===== src/rtl/pw_lock_pkg.sv =====
// Shared types and constants for the serial password lock controller.
// The state enum, digit/address widths and the legal-digit test live here.
package pw_lock_pkg;

   localparam int DIGIT_W = 4;
   localparam int ADDR_W  = 2;
   localparam int PW_LEN  = 4;
   localparam logic [DIGIT_W-1:0] MAX_DIGIT = 4'd9;

   typedef enum logic [2:0] {
      ST_IDLE,
      ST_SET,
      ST_CHECK,
      ST_UNLOCKED,
      ST_ALARM
   } state_t;

   // Keys above 9 are keypad function keys; their strobes are dropped entirely.
   function automatic logic is_legal(input logic valid, input logic [DIGIT_W-1:0] d);
      return valid && (d <= MAX_DIGIT);
   endfunction

endpackage


===== src/rtl/entry_timer.sv =====
// Idle-cycle counter for an entry in progress: counts cycles while run is high,
// restarts on a key press and pulses expired on the TIMEOUT_CYCLES-th idle cycle.
module entry_timer #(
   parameter int TIMEOUT_CYCLES = 1000000
) (
   input  logic CLK,
   input  logic RST,
   input  logic run,
   input  logic restart,
   output logic expired
);

   localparam int CNT_W = $clog2(TIMEOUT_CYCLES + 1);
   localparam logic [CNT_W-1:0] LAST_CNT = CNT_W'(TIMEOUT_CYCLES - 1);

   logic [CNT_W-1:0] r_count;
   logic             w_expired;

   // A press in the expiry cycle wins, so restart masks the pulse.
   assign w_expired = run && !restart && (r_count == LAST_CNT);
   assign expired   = w_expired;

   always_ff @(posedge CLK) begin
      if (RST || !run || restart || w_expired) begin
         r_count <= '0;
      end else begin
         r_count <= r_count + CNT_W'(1);
      end
   end

endmodule


===== src/rtl/password_controller.sv =====
// Serial password lock FSM: programs or checks a 4-digit password held in an
// external 4x4 store, and tracks unlock state, consecutive failures and lockout.
module password_controller #(
   parameter int PW_LEN         = 4,
   parameter int MAX_FAILS      = 3,
   parameter int TIMEOUT_CYCLES = 1000000
) (
   input  logic                            CLK,
   input  logic                            RST,
   input  logic                            digit_valid,
   input  logic [pw_lock_pkg::DIGIT_W-1:0] digit,
   input  logic                            mode_set,
   input  logic                            clear,
   output logic [pw_lock_pkg::ADDR_W-1:0]  store_addr,
   output logic                            store_write,
   output logic [pw_lock_pkg::DIGIT_W-1:0] store_wdata,
   input  logic [pw_lock_pkg::DIGIT_W-1:0] store_rdata,
   output logic                            unlocked,
   output logic                            err,
   output logic                            set_done,
   output logic                            alarm,
   output logic [2:0]                      fail_count,
   output logic                            pw_valid
);

   import pw_lock_pkg::*;

   localparam logic [ADDR_W-1:0] LAST_IDX   = ADDR_W'(PW_LEN - 1);
   localparam logic [2:0]        FAIL_LIMIT = 3'(MAX_FAILS);

   state_t            r_state;
   logic [ADDR_W-1:0] r_idx;
   logic              r_mismatch;
   logic [2:0]        r_fail;
   logic              r_pw_valid;
   logic              r_err;
   logic              r_set_done;

   state_t            w_state_next;
   logic [ADDR_W-1:0] w_idx_next;
   logic              w_mismatch_next;
   logic [2:0]        w_fail_next;
   logic              w_pw_valid_next;
   logic              w_err_next;
   logic              w_set_done_next;
   logic              w_write;

   logic              w_legal;
   logic              w_ne;
   logic [2:0]        w_fail_inc;
   logic              w_run;
   logic              w_expired;

   assign w_legal    = is_legal(digit_valid, digit);
   assign w_ne       = (digit != store_rdata);
   assign w_fail_inc = r_fail + 3'd1;
   assign w_run      = (r_state == ST_SET) || (r_state == ST_CHECK);

   entry_timer #(
      .TIMEOUT_CYCLES(TIMEOUT_CYCLES)
   ) u_entry_timer (
      .CLK    (CLK),
      .RST    (RST),
      .run    (w_run),
      .restart(w_legal),
      .expired(w_expired)
   );

   always_comb begin
      w_state_next    = r_state;
      w_idx_next      = r_idx;
      w_mismatch_next = r_mismatch;
      w_fail_next     = r_fail;
      w_pw_valid_next = r_pw_valid;
      w_err_next      = 1'b0;
      w_set_done_next = 1'b0;
      w_write         = 1'b0;

      case (r_state)
         ST_IDLE: begin
            if (w_legal) begin
               if (mode_set && !r_pw_valid) begin
                  w_write         = 1'b1;
                  w_idx_next      = r_idx + ADDR_W'(1);
                  w_mismatch_next = 1'b0;
                  w_state_next    = ST_SET;
               end else if (!mode_set && r_pw_valid) begin
                  w_mismatch_next = w_ne;
                  w_idx_next      = r_idx + ADDR_W'(1);
                  w_state_next    = ST_CHECK;
               end else begin
                  // Reprogram while locked, or check with nothing programmed.
                  w_err_next = 1'b1;
               end
            end
         end

         ST_SET: begin
            if (w_legal) begin
               w_write = 1'b1;
               if (r_idx == LAST_IDX) begin
                  w_pw_valid_next = 1'b1;
                  w_set_done_next = 1'b1;
                  w_idx_next      = '0;
                  w_state_next    = ST_IDLE;
               end else begin
                  w_idx_next = r_idx + ADDR_W'(1);
               end
            end else if (w_expired) begin
               w_err_next      = 1'b1;
               w_idx_next      = '0;
               w_mismatch_next = 1'b0;
               w_state_next    = ST_IDLE;
            end
         end

         ST_CHECK: begin
            if (w_legal) begin
               if (r_idx == LAST_IDX) begin
                  w_idx_next      = '0;
                  w_mismatch_next = 1'b0;
                  if (!(r_mismatch || w_ne)) begin
                     w_fail_next  = '0;
                     w_state_next = ST_UNLOCKED;
                  end else begin
                     w_fail_next  = w_fail_inc;
                     w_err_next   = 1'b1;
                     w_state_next = (w_fail_inc >= FAIL_LIMIT) ? ST_ALARM : ST_IDLE;
                  end
               end else begin
                  w_mismatch_next = r_mismatch || w_ne;
                  w_idx_next      = r_idx + ADDR_W'(1);
               end
            end else if (w_expired) begin
               w_err_next      = 1'b1;
               w_idx_next      = '0;
               w_mismatch_next = 1'b0;
               w_state_next    = ST_IDLE;
            end
         end

         ST_UNLOCKED: begin
            if (clear) begin
               w_state_next = ST_IDLE;
            end else if (w_legal && mode_set) begin
               w_write         = 1'b1;
               w_idx_next      = r_idx + ADDR_W'(1);
               w_mismatch_next = 1'b0;
               w_state_next    = ST_SET;
            end
         end

         ST_ALARM: begin
            w_state_next = ST_ALARM;
         end

         default: begin
            w_state_next = ST_IDLE;
            w_idx_next   = '0;
         end
      endcase
   end

   always_ff @(posedge CLK) begin
      if (RST) begin
         r_state    <= ST_IDLE;
         r_idx      <= '0;
         r_mismatch <= 1'b0;
         r_fail     <= '0;
         r_pw_valid <= 1'b0;
         r_err      <= 1'b0;
         r_set_done <= 1'b0;
      end else begin
         r_state    <= w_state_next;
         r_idx      <= w_idx_next;
         r_mismatch <= w_mismatch_next;
         r_fail     <= w_fail_next;
         r_pw_valid <= w_pw_valid_next;
         r_err      <= w_err_next;
         r_set_done <= w_set_done_next;
      end
   end

   // A reset cycle must never disturb the store, even mid-program.
   assign store_write = w_write && !RST;
   assign store_addr  = r_idx;
   assign store_wdata = digit;
   assign unlocked    = (r_state == ST_UNLOCKED);
   assign alarm       = (r_state == ST_ALARM);
   assign err         = r_err;
   assign set_done    = r_set_done;
   assign fail_count  = r_fail;
   assign pw_valid    = r_pw_valid;

endmodule


===== config.mk =====
export PLATFORM = sky130hd
export DESIGN_NAME = password_controller
export DESIGN_NICKNAME = d
export VERILOG_FILES = /design/src/rtl/pw_lock_pkg.sv /design/src/rtl/entry_timer.sv /design/src/rtl/password_controller.sv
export SDC_FILE = /design/constraint.sdc
export NUM_CORES = 1
export LEC_CHECK = 0
export BUFFER_PORTS_ARGS = -buffer_cell sky130_fd_sc_hd__buf_2
export CORE_ASPECT_RATIO = 1.75
export CORE_MARGIN = 5
export CORE_UTILIZATION = 40
export CTS_CLUSTER_DIAMETER = 120
export DETAILED_ROUTE_END_ITERATION = 7
export HOLD_SLACK_MARGIN = 0.02
export PLACE_DENSITY = 0.66
export SYNTH_ARGS = -nofsm -noshare
export SYNTH_HDL_FRONTEND = slang
export SYNTH_HIERARCHICAL = 1
export SYNTH_SLANG_ARGS = --single-unit

===== constraint.sdc =====
create_clock -name CLK -period 2.5 [get_ports CLK]
set_input_delay 0.375 -clock CLK [delete_from_list [all_inputs] [get_ports CLK]]
set_output_delay 0.375 -clock CLK [all_outputs]
set_load 0.02 [all_outputs]

Word level (Yosys, flattened, before mapping)
Index checks and enable logic that the tools add are counted.
{ "totals": {"reg_bits": 32, "input_bits": 13, "output_inout_bits": 15, "elab_cells": 107} }
{ "classes": {"add_sub_neg": 3, "order_cmp": 2, "eq_ne": 16, "muxes": 49, "bitwise_logic": 3, "reduce_logical": 26} }
{ "op_table": {"columns": ["cell", "count"], "rows": [
  ["2-to-1 mux 3 bit", 13],
  ["2-to-1 mux 1 bit", 23],
  ["adder 20 x 1 -> 20 bit (second input constant)", 1],
  ["== test 20 bit (second input constant)", 1],
  ["2-to-1 mux 2 bit", 8],
  ["case mux 3 bit (5 select lines)", 1],
  ["AND reduction 6 bit", 2],
  ["inequality test 3 bit (second input constant)", 3],
  ["case mux 2 bit (4 select lines)", 1],
  ["logical AND 1 bit", 7],
  ["== test 3 x 2 -> 1 bit (second input constant)", 2],
  ["case mux 1 bit (3 select lines)", 2],
  ["AND reduction 3 bit", 2],
  ["zero test 1 bit", 5],
  ["logical OR 1 bit", 5],
  ["AND reduction 5 bit", 1],
  ["less-or-equal comparator 4 bit (second input constant)", 1],
  ["inequality test 2 x 1 -> 1 bit (second input constant)", 2],
  ["inequality test 2 bit (second input constant)", 2],
  ["inequality test 4 bit", 1],
  ["case mux 1 bit (4 select lines)", 1],
  ["nonzero test 4 bit", 1],
  ["adder 3 x 1 -> 3 bit (second input constant)", 1],
  ["== test 3 x 1 -> 1 bit (second input constant)", 1],
  ["other kinds (10)", 12]
]} }

Longest topological paths before layout
Gate-level depths: netlist (run 1).
{ "depth": {"word_depth": 8, "depth_mapped": 11} }

Modules after synthesis
The synthesis (run 1) kept the hierarchy.
{ "modules_own_cells": {"columns": ["mod", "instances", "cells_each", "area_per_inst_um2", "seq_area_each_um2"], "rows": [
  ["password_controller", 1, 125, 988.4, 240.2],
  ["entry_timer", 1, 104, 922.1, 400.4]
]} }

Least setup slack after synthesis (run 1)
OpenSTA, ideal clock, no wires.
{ "synth_timing": {"path_kind": "register to register", "startpoint": "register r_state[1]", "endpoint": "register r_idx[0] (netlist: store_addr[0])", "setup_ps": 128, "arrival_ps": 2256, "required_time_ps": 2372, "slack_ps": 116, "path_stages_with_launch": 12, "n_path_buf": 1, "path_cell_list": "dfxtp_1 -> buf_2 -> xnor2_1 -> nor2_1 -> nand2b_1 -> or4_4 -> nor2_1 -> a211oi_1 -> o22ai_1 -> o311a_1 -> mux2i_1 -> nor2_1"} }
{ "synth_via": {"elab_chain_len": 6, "elab_cells_between_ends": 17} }
{ "synth_lines": {"columns": ["element", "line", "rtl"], "rows": [
  ["start: declaration", "password_controller.sv:31", "state_t r_state;"],
  ["start signal: assignment", "password_controller.sv:174", "r_state <= w_state_next;"],
  ["== test 3 x 1 -> 1 bit / == test 3 x 2 -> 1 bit (equally long branches)", "password_controller.sv:57", "assign w_run = (r_state == ST_SET) || (r_state == ST_CHECK);"],
  ["logical OR 1 bit (*)", "password_controller.sv:57", null],
  ["named net w_run", "password_controller.sv:51", "logic w_run;"],
  ["logical AND 1 bit (*) (2 in a row)", "entry_timer.sv:20", "assign w_expired = run && !restart && (r_count == LAST_CNT);"],
  ["named net w_expired", "password_controller.sv:52", "logic w_expired;"],
  ["inequality test 3 x 1 -> 1 bit (no source line) (*)", null, null],
  ["AND reduction 6 bit (no source line) (*)", null, null],
  ["end signal: assignment", "password_controller.sv:175", "r_idx <= w_idx_next;"],
  ["end: declaration", "password_controller.sv:32", "logic [ADDR_W-1:0] r_idx;"]
]} }
The timed path passes the listed nets; every way through them passes the cells marked *.
A chain may end at the register's enable or synchronous reset.

Final worst setup path (run 1)
{ "layout_timing": {"startpoint": "register u_entry_timer.r_count[11]", "endpoint": "register r_idx[1] (netlist: store_addr[1])"} }
{ "layout_via": {"elab_chain_len": 4} }
{ "layout_lines": {"columns": ["element", "line", "rtl"], "rows": [
  ["start: declaration", "entry_timer.sv:16", "logic [CNT_W-1:0] r_count;"],
  ["start signal: assignment", "entry_timer.sv:27", "r_count <= r_count + CNT_W'(1);"],
  ["== test 20 bit", "entry_timer.sv:20", null],
  ["logical AND 1 bit", "entry_timer.sv:20", null],
  ["named net w_expired", "password_controller.sv:52", null],
  ["inequality test 3 x 1 -> 1 bit (no source line)", null, null],
  ["AND reduction 6 bit (no source line)", null, null]
]} }
The timed path passes the listed nets, and every way through them passes these cells.

==> results of run 1 <==
worst paths after layout:
check,start,to,slack (ns)
setup reg to reg,u_entry_timer/r_count[11],store_addr[1],0.21
hold reg to reg,u_entry_timer/r_count[0],u_entry_timer/r_count[0],0.47
setup / recovery,u_entry_timer/r_count[11],store_addr[1],0.21
hold / removal,RST,err,0.44
what timing repair did:
item	4_1_cts	5_1_grt
gates resized for setup	0	4
buffers inserted	0	0
endpoints found under the setup margin	0	3
metal layers:
metal / share of wire / vias up / global-route usage
li1: - / 895 / -
met1: 0.35 / 838 / 0.144
met2: 0.56 / 57 / 0.288
met3: 0.054 / 16 / 0.0433
met4: 0.035 / 0 / 0.0952
met5: 0 / - / 0
worst register-to-register path, cell delays in order, from the launching register on:
cell and delay, ns:
dfxtp_1 0.34, or4b_1 0.52, or4_4 0.47, nor2_4 0.18, a211oi_1 0.07, o22ai_1 0.12, o311a_1 0.23, mux2i_1 0.19
nor2_1 0.05
layout make-up:
type,count,share of cell area
inverter,15,0.0250
sequential,32,0.284
clock buffer,6,0.0322
multi-input combinational,171,0.511
timing repair buffer,40,0.103
tap,52,0.0289
clock inverter,2,0.0155
kinds of logic (layout without fill, tap and decap cells):
family	after synthesis	in the layout	share of synthesized area
simple gates	98	98	0.274
compound gates	44	44	0.177
flops	32	32	0.335
buf+inv	26	63	0.0688
xor+xnor	21	21	0.0963
fa+ha+maj	5	5	0.0327
mux	3	3	0.0157
registers in the layout, indices dropped and copies added, names as in the netlist:
| register | count |
|---|---|
| err | 1 |
| store_addr | 2 |
| u_entry_timer/r_count | 20 |
| r_state | 3 |
| fail_count | 3 |
| pw_valid | 1 |
| r_mismatch | 1 |
| set_done | 1 |
where the power goes:
part           switching [mW]  leakage [nW]  internal, mW  total (mW)
registers              0.0207         0.258         0.539       0.560
clock network           0.187        0.0552         0.295       0.483
logic                   0.316         0.504         0.212       0.528
total                   0.524         0.818          1.05        1.57
cells in the mapped netlist, types with 3 or more instances:
library cell / number
nand4_1: 3
xnor2_1: 15
mux2i_1: 3
dfxtp_1: 32
nand2b_1: 3
or4_1: 3
xor2_1: 6
nor4_1: 7
or4b_1: 3
nand2_1: 11
buf_2: 3
buf_4: 4
nor3_1: 7
o31ai_1: 3
nor2_1: 37
o21ai_0: 4
ha_1: 5
nand3_1: 7
inv_1: 14
a21oi_1: 11
placed cells by master, fill, tap and decap left out, types with 3 or more instances in the layout:
cell and n:
a21oi_1 11, buf_2 27, buf_4 13, clkbuf_8 5, dfxtp_1 32, ha_1 5, inv_1 14, mux2i_1 3
nand2_1 11, nand2b_1 3, nand3_1 7, nand4_1 3, nor2_1 35, nor3_1 7, nor4_1 7, o21ai_0 4
o31ai_1 3, or4b_1 3, xnor2_1 15, xor2_1 6
stage by stage:
stage	cell area, sq um	hold WS (ns)	utilization
floorplan	1910	0.430	-
global placement	2130	0.448	0.457
detailed placement	2130	0.460	0.457
CTS	2240	0.427	0.480
global route	2250	0.446	0.483
finish	2250	0.439	0.483
==> impl_results.md, run 1 <==
* CP top delay family: simple AND/OR/NAND/NOR gates
* Placer Congestion at 0.975
* Buf+Inv Stages, Crit Path at 0
* I/O Buffers at 27
* Post-synth cell types at 56
* Max_cap viols at 0
* Core box area at 4670 sq um
* Dpl ws at 0.0182 ns
* Starting Density at 0.409
* Num CTS Buffers at 5
* Type of the most critical hold path: primary input to flip-flop
* CTS tree: done
* Via count at 1806
* Slew Limit Fails at 0
* Critical path class: flip-flop to flip-flop
* Worst VDD drop at about 0.00057 V
* DPL Wire Length at 3590 um
* Cts hold-fix bufs at 0
* Data arrival time of the worst path at 2.46 ns
* Leakage at approximately 0.8 nW
* Clock Tree Buf Depth at 2
* Crit path depth at 8
* Tmin final at 2.29 ns
* Vias in the first global route at 1734
* Pin count of the biggest net entering global routing at 20
* CP Capture Type: flip-flop
* # rows at 33
* Unrepaired setup endpoints after global routing: false
* Setup violations, final at 0
* EDFF count, synth at 0
* Ratio of cells with drive above 1 in the final layout at 0.233
* First-pass GRT wire length at 7860 um
* Crit-path slowest cell: or4b_1
* Final wirelength at approximately 4600 um
* Die width at just over 60 um
* Area Growth Syn to Fin at 18.0%
* Final setup margin at 0.211 ns
* CP peak stage delay at between 0.5 and 0.6 ns
* Synthesized cell area at 1910 sq um
* Initial DRC count at 83
* Critical Path RT at 2.67 ns
* Gr usage total at 0.153
* Syn avg cell area at 8.34 sq um
* Share of the synthesized area in the top cell type at 0.335
* Routed Antenna Nets at 0
* Initial antenna violation count at 0
* Clock Skews at 0.00717 ns
* Syn Nets at approximately 250
* CTS clock-pin slew for the worst setup and hold paths at 0.07 ns
* I/O pin count at 28
* Drt drc at 0
* Yosys reg bits at 32
* Fmax at roughly 440 MHz
* Final Cycle Share at 0.915
* CP Cell Sequence: or4b_1 -> or4_4 -> nor2_4 -> a211oi_1 -> o22ai_1 -> o311a_1 -> mux2i_1 -> nor2_1
* Placed insts at 310
* Die area at 6310 sq um
* Top_reg_cell synth: dfxtp_1
* Power Total at 1.57 mW
* Final hold vios at 0
* Post-synthesis sequential area ratio at 0.335
* Power per cell area at 697 nW/um^2
* Fraction of registers with async set/reset at 0
* Hold Path Stages at 2
* Worst-Skew Late Latency at 0.28 ns
* Final nets at 283
* Htree depth at 2
* Via-per-instance ratio at around 5.7
* Worst Tran Pin Value at between 0.5 and 0.6 ns
* Area leader, netlist: dfxtp_1
* Area of the multi-input gates at 1150 sq um
* Slew margin rel. at 0.621
* GR Overflow Total at 0
* Fill count at between 500 and 600
* Setup TNS at 0 ns
* R2R depth at 8
* # clock sinks at 32
* Chip height at 101 um
* Root buffer cell: clkbuf_8
* Crit path launch type: flip-flop
* Syn Inst Count at 229
* Fin cells at 318
* Crit Path Max Fanout at 5
* Diode count at 0
* Drt wl/cell at 14.5 um
* Synth area leaders: dfxtp_1 34%, nor2_1 7.3%, xnor2_1 6.9%
* Reg area at about 640 sq um
* Status: finished clean
* Synthesis Warnings at 6
* First drt pass iteration count at 4
(Power assumes the default switching activity.)
==> run 2: changes to the inputs <==
--- a/config.mk
+++ b/config.mk
@@ -5,6 +5,7 @@
 export SDC_FILE = /design/constraint.sdc
 export NUM_CORES = 1
 export LEC_CHECK = 0
+export ABC_AREA = 1
 export BUFFER_PORTS_ARGS = -buffer_cell sky130_fd_sc_hd__buf_2
 export CORE_ASPECT_RATIO = 1.75
 export CORE_MARGIN = 5
@@ -12,7 +13,7 @@
 export CTS_CLUSTER_DIAMETER = 120
 export DETAILED_ROUTE_END_ITERATION = 7
 export HOLD_SLACK_MARGIN = 0.02
-export PLACE_DENSITY = 0.66
+export PLACE_DENSITY = 0.65
 export SYNTH_ARGS = -nofsm -noshare
 export SYNTH_HDL_FRONTEND = slang
 export SYNTH_HIERARCHICAL = 1
==> run 2 against run 1 <==
  * Setup slack improved by 0.33 ns
  * Count of clock-buffer cells in the layout did not move
  * Final cell count rose by 24%
  * Register-to-register slack improved by 0.51 ns
==> impl_results.md, run 2 <==
* Status: finished clean (unchanged)
* Sequential share of power at 0.433 (was 0.356)
* Worst Tran Pin Value at 0.348 ns (was 0.563 ns)
* Setup crit start: r_state[0] (was u_entry_timer/r_count[11])
* Slew Limit Fails at 0 (unchanged)
* Power per cell area at 570 nW/um^2 (was 697 nW/um^2)
* Dpl ws at 0.556 ns (was 0.0182 ns)
* Syn Inst Count at 313 (was 229)
* I/O Buffers at 27 (unchanged)
* Vias in the first global route at 1899 (was 1734)
* Post-synth cell types at 34 (was 56)
* R2R depth at 11 (was 8)
* Int Pwr at 0.851 mW (was 1.05 mW)
* Cts hold-fix bufs at 0 (unchanged)
* Count leader, synth: nand2_1 (was nor2_1)
* Final Cycle Share at 0.782 (was 0.915)
* Worst VDD drop at 0.000347 V (was 0.000569 V)
* Unrepaired setup endpoints after global routing: false (unchanged)
* I/O pin count at 28 (unchanged)
* Switching power at 0.451 mW (was 0.524 mW)
* Placer Congestion at 0.956 (was 0.975)
* Final hold vios at 0 (unchanged)
* Core box area at 4980 sq um (was 4670 sq um)
* Syn avg cell area at 6.54 sq um (was 8.34 sq um)
* Worst hold start: RST (unchanged)
* Worst R2R End: store_addr[0] (was store_addr[1])
* GR Overflow Total at 0 (unchanged)
* Type of the most critical hold path: primary input to flip-flop (unchanged)
* Area Growth Syn to Fin at 11.7% (was 18.0%)
* Synthesis Warnings at 6 (unchanged)
* Slew margin rel. at 0.766 (was 0.621)
* Fraction of registers with async set/reset at 0 (unchanged)
* Root buffer cell: clkbuf_8 (unchanged)
* Post-synthesis sequential area ratio at 0.313 (was 0.335)
* Num CTS Buffers at 5 (unchanged)
* Critical Path Sink: store_write (was store_addr[1])
* Share of the synthesized area in the top cell type at 0.313 (was 0.335)
* Final wirelength at 4740 um (was 4610 um)
* Post-CTS resize count at 0 (unchanged)
* Initial antenna violation count at 0 (unchanged)
* Final nets at 359 (was 283)
* Max reg flops at 20 (unchanged)
* Yosys reg bits at 32 (unchanged)
* Clock Tree Buf Depth at 2 (unchanged)
* Commonest non-fill, non-tap cell in the layout: nand2_1 (was nor2_1)
* Die area at 6700 sq um (was 6310 sq um)
* Via-per-instance ratio at 4.98 (was 5.68)
* Worst-Skew Late Latency at 0.28 ns (about the same)
* Setup TNS at 0 ns (unchanged)
* CTS tree: done (unchanged)
* Leakage at 0.930 nW (was 0.818 nW)
* Starting Density at 0.411 (was 0.409)
* Max_cap viols at 0 (unchanged)
* First drt pass iteration count at 4 (unchanged)
* CTS clock-pin slew for the worst setup and hold paths at 0.07 ns (about the same)
* Post-CTS Setup Inserts at 0 (unchanged)
* Post-synth top cells: 76 x nand2_1, 48 x nor2_1, 42 x inv_1 (was 37 x nor2_1, 32 x dfxtp_1, 15 x xnor2_1)
* Initial DRC count at 64 (was 83)
* Diode count at 0 (unchanged)
* Clock network fraction of design power at 0.285 (was 0.307)
* R2r setup slk at 0.72 ns (was 0.21 ns)
* Critical Path RT at 2.12 ns (was 2.67 ns)
* CP Capture Type: primary output (was flip-flop)
* Chip height at 105 um (was 101 um)
* Syn Nets at 331 (was 247)
* Ratio of cells with drive above 1 in the final layout at 0.191 (was 0.233)
* Switch share at 0.347 (was 0.334)
* Data arrival time of the worst path at 1.58 ns (was 2.46 ns)
* Final setup margin at 0.545 ns (was 0.211 ns)
* Area leader, netlist: dfxtp_1 (unchanged)
* First-pass GRT wire length at 7920 um (was 7860 um)
* DPL Wire Length at 3770 um (was 3590 um)
* EDFF count, synth at 0 (unchanged)
* Clock Skews at 0.00662 ns (was 0.00717 ns)
* Gr usage total at 0.144 (was 0.153)
* Tmin final at 1.96 ns (was 2.29 ns)
* # clock sinks at 32 (unchanged)
* Crit Path Max Fanout at 6 (was 5)
* Setup violations, final at 0 (unchanged)
* Htree depth at 2 (unchanged)
* Routed Antenna Nets at 0 (unchanged)
* Pin count of the biggest net entering global routing at 21 (was 20)
* Die width at 64.1 um (was 62.2 um)
* Reg2reg start: r_state[1] (was u_entry_timer/r_count[11])
* Via count at 1966 (was 1806)
* # rows at 34 (was 33)
* Most frequent cells in the layout: 76 x nand2_1, 48 x nor2_1, 42 x inv_1 (was 35 x nor2_1, 32 x dfxtp_1, 27 x buf_2)
* Critical path class: flip-flop to primary output (was flip-flop to flip-flop)
* Crit path launch type: flip-flop (unchanged)
* Drt drc at 0 (unchanged)
* Combinational Power Share at 0.282 (was 0.336)
* Drt wl/cell at 12.0 um (was 14.5 um)
* Fmax at 511 MHz (was 437 MHz)
* Synthesized cell area at 2050 sq um (was 1910 sq um)
* Synth area leaders: dfxtp_1 31%, nand2_1 14%, nor2_1 8.8% (was dfxtp_1 34%, nor2_1 7.3%, xnor2_1 6.9%)
* Top_reg_cell synth: dfxtp_1 (unchanged)
* Largest reg by FF count: u_entry_timer/r_count (unchanged)
run 2: final cells by class:
cell class                      count  area [sq um]
Multi-Input combinational cell    227          1180
Tap cell                           54          67.6
Inverter                           47           178
Clock buffer                        6          72.6
Timing Repair Buffer               28           143
Sequential cell                    32           641
Fill cell                         548          2690
Clock inverter                      1          5.00
run 2: worst min-delay path by stage:
stage,end,depth (start not counted)
after detailed placement,u_entry_timer/r_count[0],1
after CTS,r_state[2],2
after floorplan,u_entry_timer/r_count[0],1
final,r_state[2],2
after global routing,pw_valid,2
after global placement,u_entry_timer/r_count[0],1
run 2: power by group through the flow:
stage / clock (mW) / sequential [mW] / combinational (mW)
floorplan: 0 / 0.585 / 0.269
global placement: 0 / 0.576 / 0.361
detailed placement: 0 / 0.576 / 0.366
CTS: 0.390 / 0.564 / 0.367
global route: 0.405 / 0.569 / 0.417
finish: 0.371 / 0.563 / 0.368
run 2: routing by layer:
metal / track usage / share of wire / up-vias / wire, um
met5: 0 / 0 / - / 0
met4: 0.0832 / 0.035 / 0 / 166
met3: 0.0258 / 0.039 / 14 / 183
met2: 0.280 / 0.56 / 43 / 2640
met1: 0.132 / 0.37 / 873 / 1740
li1: - / - / 1036 / -
run 2: kinds of logic after synthesis:
family / count (synthesis) / share of synthesized area
AO/OA/AOI/OAI: 36 / 0.111
buffers and inverters: 54 / 0.111
AND/OR/NAND/NOR: 178 / 0.400
adder cells (fa/ha/maj): 5 / 0.0306
flip-flops: 32 / 0.313
XOR/XNOR: 8 / 0.0342
run 2: metrics by stage:
| step | hold WS, ns | cells | instance area [sq um] | power, mW | utilization |
|---|---|---|---|---|---|
| 5_1_grt | 0.462 | 395 | 2290 | 1.39 | 0.459 |
| 2_1_floorplan | 0.430 | 313 | 2050 | 0.854 | - |
| 3_5_place_dp | 0.452 | 388 | 2210 | 0.942 | 0.444 |
| 3_3_place_gp | 0.441 | 388 | 2210 | 0.937 | 0.444 |
| 6_report | 0.453 | 395 | 2290 | 1.30 | 0.459 |
| 4_1_cts | 0.437 | 395 | 2290 | 1.32 | 0.459 |
run 2: worst max-delay path, stage by stage (launching register included):
cell and delay, ns:
dfxtp_1 0.37, nor2_1 0.19, nand2_1 0.15, o21ai_0 0.21
a22oi_1 0.11, nor2_1 0.09, buf_2 0.17
